[config.mk]
export PLATFORM = sky130hd
export DESIGN_NAME = ex_stage
export DESIGN_NICKNAME = d
export VERILOG_FILES = /design/src/rtl/ex_stage.sv
export SDC_FILE = /design/constraint.sdc
export NUM_CORES = 1
export LEC_CHECK = 0
export BUFFER_PORTS_ARGS = -buffer_cell sky130_fd_sc_hd__buf_2
export CORE_MARGIN = 10
export CORE_UTILIZATION = 50
export DETAILED_ROUTE_END_ITERATION = 10
export GPL_ROUTABILITY_DRIVEN = 0
export GPL_TIMING_DRIVEN = 0
export PLACE_DENSITY = 0.67
export SYNTH_ARGS = -nofsm -noshare
export SYNTH_HDL_FRONTEND = slang
export SYNTH_SLANG_ARGS = --single-unit
[constraint.sdc]
create_clock -name clk -period 4 [get_ports clk]
set_input_delay 0.2 -clock clk [delete_from_list [all_inputs] [get_ports clk]]
set_output_delay 0.2 -clock clk [all_outputs]
set_load 0.01 [all_outputs]
[src/rtl/ex_stage.sv]
// Execute stage: single-cycle ALU plus an iterative shift-add 8x8 multiply.
// Results and {Z,N,C} flags are registered toward writeback; stall holds the
// upstream ID/EX register while a multiply is being accepted or is running.
module ex_stage #(
  parameter int MUL_STEPS = 8
) (
  input  logic       clk,
  input  logic       reset_n,
  input  logic [3:0] in_opcode,
  input  logic [1:0] in_rd,
  input  logic [7:0] in_data1,
  input  logic [7:0] in_data2,
  output logic       out_wen,
  output logic [1:0] out_rd,
  output logic [7:0] out_result,
  output logic [2:0] out_flags,
  output logic       stall,
  output logic       busy
);

  localparam int CW = (MUL_STEPS > 1) ? $clog2(MUL_STEPS) : 1;
  localparam logic [CW-1:0] LAST_STEP = CW'(MUL_STEPS - 1);

  localparam logic [3:0] OP_NOP = 4'd0;
  localparam logic [3:0] OP_ADD = 4'd1;
  localparam logic [3:0] OP_SUB = 4'd2;
  localparam logic [3:0] OP_AND = 4'd3;
  localparam logic [3:0] OP_OR  = 4'd4;
  localparam logic [3:0] OP_XOR = 4'd5;
  localparam logic [3:0] OP_NOT = 4'd6;
  localparam logic [3:0] OP_SHL = 4'd7;
  localparam logic [3:0] OP_SHR = 4'd8;
  localparam logic [3:0] OP_MUL = 4'd9;
  localparam logic [3:0] OP_CMP = 4'd10;
  localparam logic [3:0] OP_MOV = 4'd11;

  typedef enum logic {IDLE, BUSY} state_t;

  state_t        state_reg;
  logic [CW-1:0] cnt_reg;
  logic [15:0]   acc_reg;
  logic [15:0]   mcand_reg;
  logic [7:0]    mplier_reg;
  logic [1:0]    rd_cap_reg;

  logic [15:0]   acc_next;
  logic [8:0]    sum9, diff9, shl9, shr9;
  logic [7:0]    alu_result;
  logic          alu_carry;
  logic          alu_wen;
  logic          alu_upd_result;
  logic          alu_upd_flags;
  logic [2:0]    alu_flags;
  logic          mul_last;

  // Partial-product accumulate for the current multiply step
  assign acc_next = acc_reg + (mplier_reg[0] ? mcand_reg : 16'd0);
  assign mul_last = (cnt_reg == LAST_STEP);

  // Hold upstream while a MUL is presented in IDLE or before its final step
  assign stall = ((state_reg == IDLE) && (in_opcode == OP_MUL)) ||
                 ((state_reg == BUSY) && !mul_last);

  // 9-bit helpers: bit 8 of add/sub is carry/borrow; shifts expose the last bit out
  assign sum9  = {1'b0, in_data1} + {1'b0, in_data2};
  assign diff9 = {1'b0, in_data1} - {1'b0, in_data2};
  assign shl9  = {1'b0, in_data1} << in_data2[2:0];
  assign shr9  = {in_data1, 1'b0} >> in_data2[2:0];

  // Single-cycle ALU decode: result, carry and which outputs get updated
  always_comb begin
    alu_result     = 8'd0;
    alu_carry      = 1'b0;
    alu_wen        = 1'b0;
    alu_upd_result = 1'b0;
    alu_upd_flags  = 1'b0;
    case (in_opcode)
      OP_ADD: begin alu_result = sum9[7:0];  alu_carry = sum9[8];  alu_wen = 1'b1; alu_upd_result = 1'b1; alu_upd_flags = 1'b1; end
      OP_SUB: begin alu_result = diff9[7:0]; alu_carry = diff9[8]; alu_wen = 1'b1; alu_upd_result = 1'b1; alu_upd_flags = 1'b1; end
      OP_AND: begin alu_result = in_data1 & in_data2; alu_wen = 1'b1; alu_upd_result = 1'b1; alu_upd_flags = 1'b1; end
      OP_OR:  begin alu_result = in_data1 | in_data2; alu_wen = 1'b1; alu_upd_result = 1'b1; alu_upd_flags = 1'b1; end
      OP_XOR: begin alu_result = in_data1 ^ in_data2; alu_wen = 1'b1; alu_upd_result = 1'b1; alu_upd_flags = 1'b1; end
      OP_NOT: begin alu_result = ~in_data1;           alu_wen = 1'b1; alu_upd_result = 1'b1; alu_upd_flags = 1'b1; end
      OP_SHL: begin alu_result = shl9[7:0]; alu_carry = shl9[8]; alu_wen = 1'b1; alu_upd_result = 1'b1; alu_upd_flags = 1'b1; end
      OP_SHR: begin alu_result = shr9[8:1]; alu_carry = shr9[0]; alu_wen = 1'b1; alu_upd_result = 1'b1; alu_upd_flags = 1'b1; end
      // CMP updates flags only; the difference never reaches out_result
      OP_CMP: begin alu_result = diff9[7:0]; alu_carry = diff9[8]; alu_upd_flags = 1'b1; end
      OP_MOV: begin alu_result = in_data2; alu_wen = 1'b1; alu_upd_result = 1'b1; end
      default: begin end
    endcase
    alu_flags = {(alu_result == 8'd0), alu_result[7], alu_carry};
  end

  // Pipeline register, IDLE/BUSY control and the shift-add multiply iteration
  always_ff @(posedge clk or negedge reset_n) begin
    if (!reset_n) begin
      state_reg  <= IDLE;
      cnt_reg    <= '0;
      acc_reg    <= 16'd0;
      mcand_reg  <= 16'd0;
      mplier_reg <= 8'd0;
      rd_cap_reg <= 2'd0;
      out_wen    <= 1'b0;
      out_rd     <= 2'd0;
      out_result <= 8'd0;
      out_flags  <= 3'd0;
      busy       <= 1'b0;
    end else begin
      case (state_reg)
        IDLE: begin
          if (in_opcode == OP_MUL) begin
            mcand_reg  <= {8'd0, in_data1};
            mplier_reg <= in_data2;
            acc_reg    <= 16'd0;
            cnt_reg    <= '0;
            rd_cap_reg <= in_rd;
            out_wen    <= 1'b0;
            busy       <= 1'b1;
            state_reg  <= BUSY;
          end else begin
            out_wen <= alu_wen;
            out_rd  <= in_rd;
            if (alu_upd_result) out_result <= alu_result;
            if (alu_upd_flags)  out_flags  <= alu_flags;
          end
        end
        BUSY: begin
          acc_reg    <= acc_next;
          mcand_reg  <= mcand_reg << 1;
          mplier_reg <= mplier_reg >> 1;
          cnt_reg    <= cnt_reg + CW'(1);
          out_wen    <= 1'b0;
          if (mul_last) begin
            out_result <= acc_next[7:0];
            out_flags  <= {(acc_next[7:0] == 8'd0), acc_next[7], (acc_next[15:8] != 8'd0)};
            out_rd     <= rd_cap_reg;
            out_wen    <= 1'b1;
            busy       <= 1'b0;
            state_reg  <= IDLE;
          end
        end
        default: state_reg <= IDLE;
      endcase
    end
  end

endmodule

After elaboration in Yosys (flattened, before gate mapping)
Cells that the tools add are included.
Storage, ports and cells
  bits in registers: 61
  latch bits: 0
  bits in writable memories: 0
  bits in read-only memories: 0
  bits of input ports: 24
  output and inout bits: 16
  word-level logic and storage cells: 87
  memories: 0
Operators by class
  add/subtract/negate cells: 4
  multipliers: 0
  divide/modulo/power cells: 0
  magnitude comparators: 0
  equal/unequal tests: 17
  shift-type cells: 2
  multiplexer cells: 33
  bitwise operators: 5
  reductions and logical operators: 15
Operator list (count)
  $pmux W8 S9: 1
  $pmux W16 S2: 2
  $mux W16: 3
  $mux W8: 4
  $pmux W8 S2: 2
  $reduce_or A9 Y1: 2
  $add A16 B16 Y16: 1
  $eq A4 B3 Y1 const B: 4
  $eq A4 B4 Y1 const B: 4
  $logic_not A8 Y1: 2
  $mux W3: 4
  $pmux W3 S2: 2
  $add A8 B8 Y9: 1
  $shl A8 B3 Y9: 1
  $shr A9 B3 Y9: 1
  $sub A8 B8 Y9: 1
  $and A8 B8 Y8: 1
  $eq A4 B2 Y1 const B: 2
  $mux W1: 8
  $not A8 Y8: 1
  $or A8 B8 Y8: 1
  $reduce_bool A8 Y1: 1
  $xor A8 B8 Y8: 1
  $ne A2 B2 Y1 const B: 3
  15 further kinds: 23

Longest topological paths before layout
Gate-level depths: netlist of the first run.
  depth after elaboration: 7
  mapped depth: 12
  mapped depth without buffers: 12

Worst setup path before layout of the first run
Ideal clock, no wire load.
  path type: in2reg
  start point: in in_data2[1]
  end point: reg out_flags[2]
  library setup time: 0.080 ns
  data arrival time: 3.026 ns
  required time: 3.920 ns
  slack: 0.894 ns
  cell stages on the path: 12
  buffers on the path: 2
  path through: buf_2 -> buf_4 -> inv_1 -> fa_1 -> nor2b_1 -> o21ba_2 -> o211ai_1 -> nand4_1 -> a2111o_1 -> or4_1 -> or3_1 -> o211ai_2
Between the ends
  cells in the longest elaborated chain, start to end: 6
  elaborated cells between the ends (all ways): 12
  classes of those cells: add/sub: 2; shift: 2; mux: 4; bitwise: 3; reduce/logical: 1
RTL lines
  start, declared: line 12  | input logic [7:0] in_data2,
  $sub A8 B8 Y9, or another cell as far along: line 66  | assign diff9 = {1'b0, in_data1} - {1'b0, in_data2};
  $pmux W8 S9 *: line 77  | case (in_opcode)
  $logic_not A8 Y1 *: line 91  | alu_flags = {(alu_result == 8'd0), alu_result[7], alu_carry};
  $mux W3 *: line 124  | if (alu_upd_flags) out_flags <= alu_flags;
  $mux W3 *: line 111  | if (in_opcode == OP_MUL) begin
  $pmux W3 S2 *: line 109  | case (state_reg)
  end signal, assigned: line 124
  end signal, assigned: line 135  | out_flags <= {(acc_next[7:0] == 8'd0), acc_next[7], (acc_next[15:8] != 8'd0)};
  end, declared: line 16  | output logic [2:0] out_flags,
Every way passes the cells marked *; elsewhere a longest branch is shown, timed or not. The select of a mux whose other input is x is not followed.
A chain may end at the register's enable or synchronous reset.

Final worst setup path of the first run
  start point: reg mplier_reg[0]
  end point: reg out_flags[0]
Between the ends
  cells in the longest elaborated chain, start to end: 5
RTL lines
  start, declared: line 43  | logic [7:0] mplier_reg;
  start signal, assigned: line 113  | mplier_reg <= in_data2;
  start signal, assigned: line 130  | mplier_reg <= mplier_reg >> 1;
  $mux W16: line 57  | assign acc_next = acc_reg + (mplier_reg[0] ? mcand_reg : 16'd0);
  $add A16 B16 Y16: line 57
  $reduce_bool A8 Y1: line 135
  $mux W3: line 133  | if (mul_last) begin
  $pmux W3 S2: line 109
No other way between the ends. The select of a mux whose other input is x is not followed.

==> flow_summary.yaml, run 1 <==
layout:
  final_area_um2: 6090
  insertedDiodeCount: 0
  layout.filler_cells: 1014
  finalNetCount: 790
  final_core_utilization_pct: 56.7
  final_layout_size_suffix_gt1_share_pct: 12.8
  area_growth_pct: 11.8
  stdcell_count: 866
die:
  die_h_um: 124
  num_io_pins: 40
  cell_rows: 38
  die_w_um: 124
  initial_core_util_pct: 50.7
  floorplan.core_area_um2: 10700
  floorplan.die_area_um2: 15500
synthesis:
  total_of_flip_flops_plus_latches_after_synthesis: 61
  netlist-cell-type-count: 66
  post-synth-top-area-cell: "sky130_fd_sc_hd__dfrtp_1"
  synth.top_cell.area_share_pct: 28.0
  synth_enable_flop_cells: 0
  synth_nets: 739
  seq_area_frac_synth_pct: 28.0
  synthesized_area_divided_by_synthesized_cell_count_um2: 8.14
  yosysWarningCount: 0
  ys.flop_type: "sky130_fd_sc_hd__dfrtp_1"
  mappedNetlistArea_um2: 5450
  post-synth-top-count-cell: "sky130_fd_sc_hd__nand2_1"
  ys_top_cells_by_area: "sky130_fd_sc_hd__dfrtp_1, sky130_fd_sc_hd__ha_1, sky130_fd_sc_hd__nand2_1, sky130_fd_sc_hd__o21ai_0, sky130_fd_sc_hd__a21oi_1"
  ys_async_sr_fraction_pct: 100
  synth.cells.most_frequent: "sky130_fd_sc_hd__nand2_1, sky130_fd_sc_hd__dfrtp_1, sky130_fd_sc_hd__o21ai_0"
  synth_cells: 670
cts:
  worst_setup_hold_path_clk_slew_ps: 70
  cts_num_sinks: 61
  clock_path_buffers: 2
  cts_tree: "yes"
  cts_inserted_buffers: 9
  cts_repair_resize_count: 0
  htree_num_levels: 3
  cts-root-buf: "sky130_fd_sc_hd__clkbuf_8"
  clkLatencyLatePin_ps: 350
critical_path:
  worst-path-max-fanout: 10
  slowest_cell_on_the_critical_path: "sky130_fd_sc_hd__dfrtp_1"
  kind_of_cell_adding_the_most_delay_to_the_critical_path: "compound AO/OA/AOI/OAI gates"
  critPathCaptureType: "flop"
  critical-path-max-stage-delay_ps: 480
  startpoint_type_of_the_worst_setup_path: "flop"
  timing.critical_path.cells: "clkbuf_1, and2_1, ha_1, clkbuf_1, a2111oi_0, o21ai_0, a221oi_2, o211ai_1, xor2_1, or3_1, nor4_1, a21oi_1"
  critical_path_arrival_ps: 3850
  worstSetupPathType: "flop to flop"
  worst_path_most_repeated_cell: "sky130_fd_sc_hd__clkbuf_1"
  critical_path.n_buffers_inverters: 2
  data_required_critical_path_ps: 4220
power:
  total_switching_power_w: 0.00128
  fin_total_pwr_w: 0.00309
  p_comb_share_pct: 44.1
  power-per-cell-area_nw_per_um2: 507
  seqPwrFrac_pct: 33.2
  share_clk_of_total_power_pct: 22.7
  power.internal_w: 0.00181
  total_leakage_power_nw: 2.78
  max-vdd-ir-drop_v: 0.000355
  switching_share_pct: 41.3
sta:
  accumulated_negative_setup_slack_ps: 0
  slew_headroom_pct: 13.4
  report.final.hold_viol_count: 0
  report.final.setup_viol: 0
  post-route-period-util_pct: 90.6
  fin_crit_ps: 3620
  finClkSkew_ps: 9.23
  report.final.slew_viol_count: 0
  worstMarginPinSlew_ps: 1280
  maxClockFrequency_ghz: 0.276
  grt_setup_unrepaired: "no"
routing:
  first_iter_violations: 632
  detail_route.vias_per_cell: 6.18
  totalWireLength_um: 16700
  antenna_violating_nets_post_route: 0
  drt_pre_antenna_iters: 5
  drt_drc_violations_left: 0
  wire_per_inst_um: 19.2
  routed-via-count: 5349
grt:
  grtUsageTotal_pct: 20.8
  grt_pass1_wl_um: 26900
  first_global_vias: 5106
  grt_start_max_net_pins: 62
  grt.overflow.total: 0
  antenna_found_initial: 0
place:
  place.detailed.hpwl_um: 12700
  dpl_cells: 849
  placement.cell_area_um2: 5820
  place.port_buffers: 39
run:
  drv_cap: 0
outcome:
  outcome: "completed"
min_path:
  min-delay-path-class: "input pin to flop"
==> per-layer routing <==
layer / global-route usage, % / wire length [um]
met1: 29.2 / 7450
met2: 30.7 / 7400
met3: 5.83 / 1570
met4: 5.14 / 233
met5: 0 / 0
==> cell families after synthesis <==
| group | Yosys count | synth area share (%) |
|---|---|---|
| muxes | 30 | 7.83 |
| xor gates and xnor gates | 19 | 3.05 |
| DFF | 61 | 28.0 |
| adders and majority gates | 45 | 10.7 |
| buffers and inverters | 79 | 6.31 |
| AOI/OAI and AO/OA | 194 | 23.0 |
| and+or+nand+nor | 242 | 21.1 |
==> path summary, 6_finish.rpt <==
kind	startpoint	end	slack, ps	cells after the start
min in group asynchronous	reset_n	out_result[6]	460	2
min reg2reg	mplier_reg[6]	mplier_reg[5]	490	2
max	mplier_reg[0]	out_flags[0]	380	12
max reg2reg	mplier_reg[0]	out_flags[0]	380	12
max in group asynchronous	reset_n	mplier_reg[6]	3010	2
min	in_rd[1]	rd_cap_reg[1]	100	2
==> power groups by stage <==
stage	Combinational (W)	Sequential [W]	Clock [W]
after global placement	0.00131	0.00102	0
final	0.00136	0.00102	0.000702
after global routing	0.00152	0.00105	0.000748
after floorplan	0.000887	0.00102	0
after CTS	0.00135	0.00102	0.000713
after detailed placement	0.00134	0.00103	0
==> worst reg2reg max path: stages (launching register included) <==
cell	delay, ps
sky130_fd_sc_hd__dfrtp_1	480
sky130_fd_sc_hd__clkbuf_1	300
sky130_fd_sc_hd__and2_1	190
sky130_fd_sc_hd__ha_1	220
sky130_fd_sc_hd__clkbuf_1	190
sky130_fd_sc_hd__a2111oi_0	430
sky130_fd_sc_hd__o21ai_0	260
sky130_fd_sc_hd__a221oi_2	420
sky130_fd_sc_hd__o211ai_1	150
sky130_fd_sc_hd__xor2_1	170
sky130_fd_sc_hd__or3_1	380
sky130_fd_sc_hd__nor4_1	220
sky130_fd_sc_hd__a21oi_1	110
==> cell type report <==
class	count	area [um^2]	share of cell area, %
multi-input combinational	530	3580	58.8
sequential	61	1530	25.1
buffer	44	213	3.49
timing repair buffer	40	208	3.41
tap	140	175	2.88
clock buffer	11	151	2.49
inverter	35	131	2.16
clock inverter	5	106	1.75
==> through the flow <==
step	hold WS, ps	worst slack (ps)
floorplan	-95.6	894
global placement	450	289
detailed placement	455	201
CTS	87.0	389
global route	94.4	112
finish	99.9	376
==> timing repair <==
item,in CTS,in global routing
hold buffers,0,1
endpoints found under the setup margin,0,0
setup buffers,0,0
hold endpoints to repair,0,34
==> layout by cell type, fill, tap and decap left out, types with 4 or more instances in the layout <==
cell	count
sky130_fd_sc_hd__clkbuf_1	26
sky130_fd_sc_hd__o211ai_1	7
sky130_fd_sc_hd__mux4_1	4
sky130_fd_sc_hd__nor2_1	47
sky130_fd_sc_hd__dfrtp_1	61
sky130_fd_sc_hd__nor3_1	9
sky130_fd_sc_hd__nand2_1	100
sky130_fd_sc_hd__o21ai_0	59
sky130_fd_sc_hd__clkbuf_8	11
sky130_fd_sc_hd__o2111ai_1	4
sky130_fd_sc_hd__ha_1	42
sky130_fd_sc_hd__mux4_2	4
sky130_fd_sc_hd__a221oi_1	6
sky130_fd_sc_hd__nor4_1	6
sky130_fd_sc_hd__buf_2	46
sky130_fd_sc_hd__nand3_1	21
sky130_fd_sc_hd__mux2_2	9
sky130_fd_sc_hd__xor2_1	4
sky130_fd_sc_hd__mux2i_1	13
sky130_fd_sc_hd__nand2b_1	5
sky130_fd_sc_hd__nor2b_1	8
sky130_fd_sc_hd__a21o_1	10
sky130_fd_sc_hd__o21bai_1	8
sky130_fd_sc_hd__xnor2_1	15
sky130_fd_sc_hd__nand4_1	4
sky130_fd_sc_hd__or3_1	6
sky130_fd_sc_hd__a31oi_1	5
sky130_fd_sc_hd__a21oi_1	46
sky130_fd_sc_hd__a22oi_1	5
sky130_fd_sc_hd__inv_1	33
sky130_fd_sc_hd__o22ai_1	4
sky130_fd_sc_hd__and2_1	16
sky130_fd_sc_hd__buf_4	5
sky130_fd_sc_hd__a211oi_1	6
No activity file was read; power rests on OpenSTA's default activity.
==> run 2, diff against run 1 <==
--- a/config.mk
+++ b/config.mk
@@ -7,4 +7,5 @@
 export LEC_CHECK = 0
 export BUFFER_PORTS_ARGS = -buffer_cell sky130_fd_sc_hd__buf_2
+export CAP_MARGIN = 20
 export CORE_MARGIN = 10
 export CORE_UTILIZATION = 50
==> constraint.sdc (replaced) <==
create_clock -name clk -period 4 [get_ports clk]
set_input_delay 0.2 -clock clk [delete_from_list [all_inputs] [get_ports clk]]
set_output_delay 0.2 -clock clk [all_outputs]
set_load 0.02 [all_outputs]
==> run 2 against run 1 <==
  * Flip-flop and latch count did not move
  * Cell count grew 0.23%
  * Non-clock buffer count increased by 2
  * Cell area decreased by 0.70%
  * Core utilization decreased by 0.40 points
  * Wire length grew 0.85%
  * Sequential power hardly changed
  * Global-route usage up 0.18 points
  * Critical path depth unchanged
  * Combinational power grew 5%
  * Via count grew 1.0%
==> flow_summary.yaml, run 2 (synthesis results as in run 1) <==
outcome:
  outcome: "completed"
routing:
  met3_wire_len_um: 1610
  m1WireLength_um: 7480
  first_iter_violations: 590
  drt_pre_antenna_iters: 6
  wire_per_inst_um: 19.4
  totalWireLength_um: 16800
  routed-via-count: 5403
  drt_drc_violations_left: 0
  top_layer: "met4"
  dr_wl_met2_um: 7390
  detail_route.vias_per_cell: 6.22
  antenna_violating_nets_post_route: 0
power:
  total_leakage_power_nw: 2.76
  power-per-cell-area_nw_per_um2: 496
  max-vdd-ir-drop_v: 0.000352
layout:
  layout_commonest_cell: "sky130_fd_sc_hd__nand2_1"
  area_growth_pct: 11.0
  final_layout_size_suffix_gt1_share_pct: 12.8
  finalNetCount: 792
  stdcell_count: 868
  insertedDiodeCount: 0
  layout_common_cells: "sky130_fd_sc_hd__nand2_1, sky130_fd_sc_hd__dfrtp_1, sky130_fd_sc_hd__o21ai_0"
critical_path:
  critical_path_arrival_ps: 3740
  slowest_cell_on_the_critical_path: "sky130_fd_sc_hd__dfrtp_1"
  critical-path-max-stage-delay_ps: 470
  worstSetupPathType: "flop to flop"
  startpoint_type_of_the_worst_setup_path: "flop"
  data_required_critical_path_ps: 4230
  timing.critical_path.cells: "clkbuf_1, and2_1, ha_1, clkbuf_1, a2111oi_0, o21ai_0, a221oi_2, o211ai_1, xor2_1, or3_1, nor4_1, a21oi_1"
  worst_path_most_repeated_cell: "sky130_fd_sc_hd__clkbuf_1"
  critical_path.n_buffers_inverters: 2
  worst_r2r_start: "mplier_reg[0]"
  kind_of_cell_adding_the_most_delay_to_the_critical_path: "compound AO/OA/AOI/OAI gates"
  cp-startpoint: "mplier_reg[0]"
  critPathCaptureType: "flop"
  worst-path-max-fanout: 10
sta:
  worstMarginPinSlew_ps: 1040
  report.final.hold_viol_count: 0
  finClkSkew_ps: 8.35
  fin_crit_ps: 3510
  accumulated_negative_setup_slack_ps: 0
  grt_setup_unrepaired: "no"
  report.final.setup_viol: 0
  maxClockFrequency_ghz: 0.285
  slew_headroom_pct: 30.3
  post-route-period-util_pct: 87.8
  report.final.slew_viol_count: 0
cts:
  clock_path_buffers: 2
  cts_repair_resize_count: 0
  htree_num_levels: 3
  cts_num_sinks: 61
  worst_setup_hold_path_clk_slew_ps: 70
  cts-root-buf: "sky130_fd_sc_hd__clkbuf_8"
  cts_inserted_buffers: 9
  post-cts-setup-buffer-count: 0
  cts_tree: "yes"
  clkLatencyLatePin_ps: 350
min_path:
  min-delay-path-class: "input pin to flop"
  start_point_of_the_worst_hold_path: "in_rd[1]"
die:
  cell_rows: 38
  floorplan.core_area_um2: 10700
  initial_core_util_pct: 50.7
  floorplan.die_area_um2: 15500
  num_io_pins: 40
  die_h_um: 124
  die_w_um: 124
grt:
  first_global_vias: 5158
  grt_start_max_net_pins: 38
  antenna_found_initial: 0
  grtUsageTotal_pct: 21.0
  grt.overflow.total: 0
  grt_pass1_wl_um: 27200
place:
  place.detailed.hpwl_um: 12900
  place.port_buffers: 39
  dpl_cells: 850
run:
  drv_cap: 0
-- run 2: cell types whose count changed in the layout (fill, tap and decap cells not counted) --
cell,change
sky130_fd_sc_hd__bufinv_16,-2
sky130_fd_sc_hd__clkbuf_1,+2
sky130_fd_sc_hd__clkinv_2,+2
sky130_fd_sc_hd__buf_12,+1
sky130_fd_sc_hd__buf_2,+1
sky130_fd_sc_hd__buf_4,-1
sky130_fd_sc_hd__clkbuf_2,+1
sky130_fd_sc_hd__clkbuf_8,-1
sky130_fd_sc_hd__clkinv_4,-1
-- run 2: per-layer routing --
layer	global-route usage, %	vias up
met4	5.69	0
met2	31.3	268
met5	0	-
met1	29.3	2584
li1	-	2516
met3	5.36	35
-- run 2: final cells by class --
type,count,area [um^2]
clock buffer,12,145
inverter,35,131
multi-input combinational,530,3580
tap,140,175
sequential,61,1530
clock inverter,4,47.5
fill,1010,4700
buffer,44,213
timing repair buffer,42,230
-- run 2: worst paths after layout --
kind	to	slack (ps)	depth (start not counted)
hold reg to reg	out_rd[1]	480	2
hold / removal	rd_cap_reg[1]	100	2
setup / recovery	out_flags[0]	490	12
setup reg to reg	out_flags[0]	490	12
max in group asynchronous	mcand_reg[15]	2990	3
min in group asynchronous	out_flags[2]	390	2
-- run 2: report_power, final --
group	switching (W)	leakage (nW)	internal [W]
clock	0.000248	0.0964	0.000303
combinational	0.000921	1.87	0.000505
sequential	0.000159	0.792	0.000862
total	0.00133	2.76	0.00167
-- run 2: repair_timing --
action                                 in CTS  in global routing
hold buffers                                1                  0
setup endpoints to repair                   0                  0
endpoints found under the hold margin      24                  0
-- run 2: through the flow --
| step | utilization, % | power [W] | hold slack (ps) | cell area, um^2 | setup slack, ps |
|---|---|---|---|---|---|
| 2_1_floorplan | - | 0.00197 | -95.6 | 5450 | 894 |
| 3_3_place_gp | 54.2 | 0.00238 | 450 | 5820 | 289 |
| 3_5_place_dp | 54.4 | 0.00244 | 237 | 5840 | 224 |
| 4_1_cts | 56.3 | 0.00299 | 90.6 | 6040 | 450 |
| 5_1_grt | 56.3 | 0.00324 | 96.2 | 6050 | 199 |
| 6_report | 56.3 | 0.00300 | 101 | 6050 | 489 |
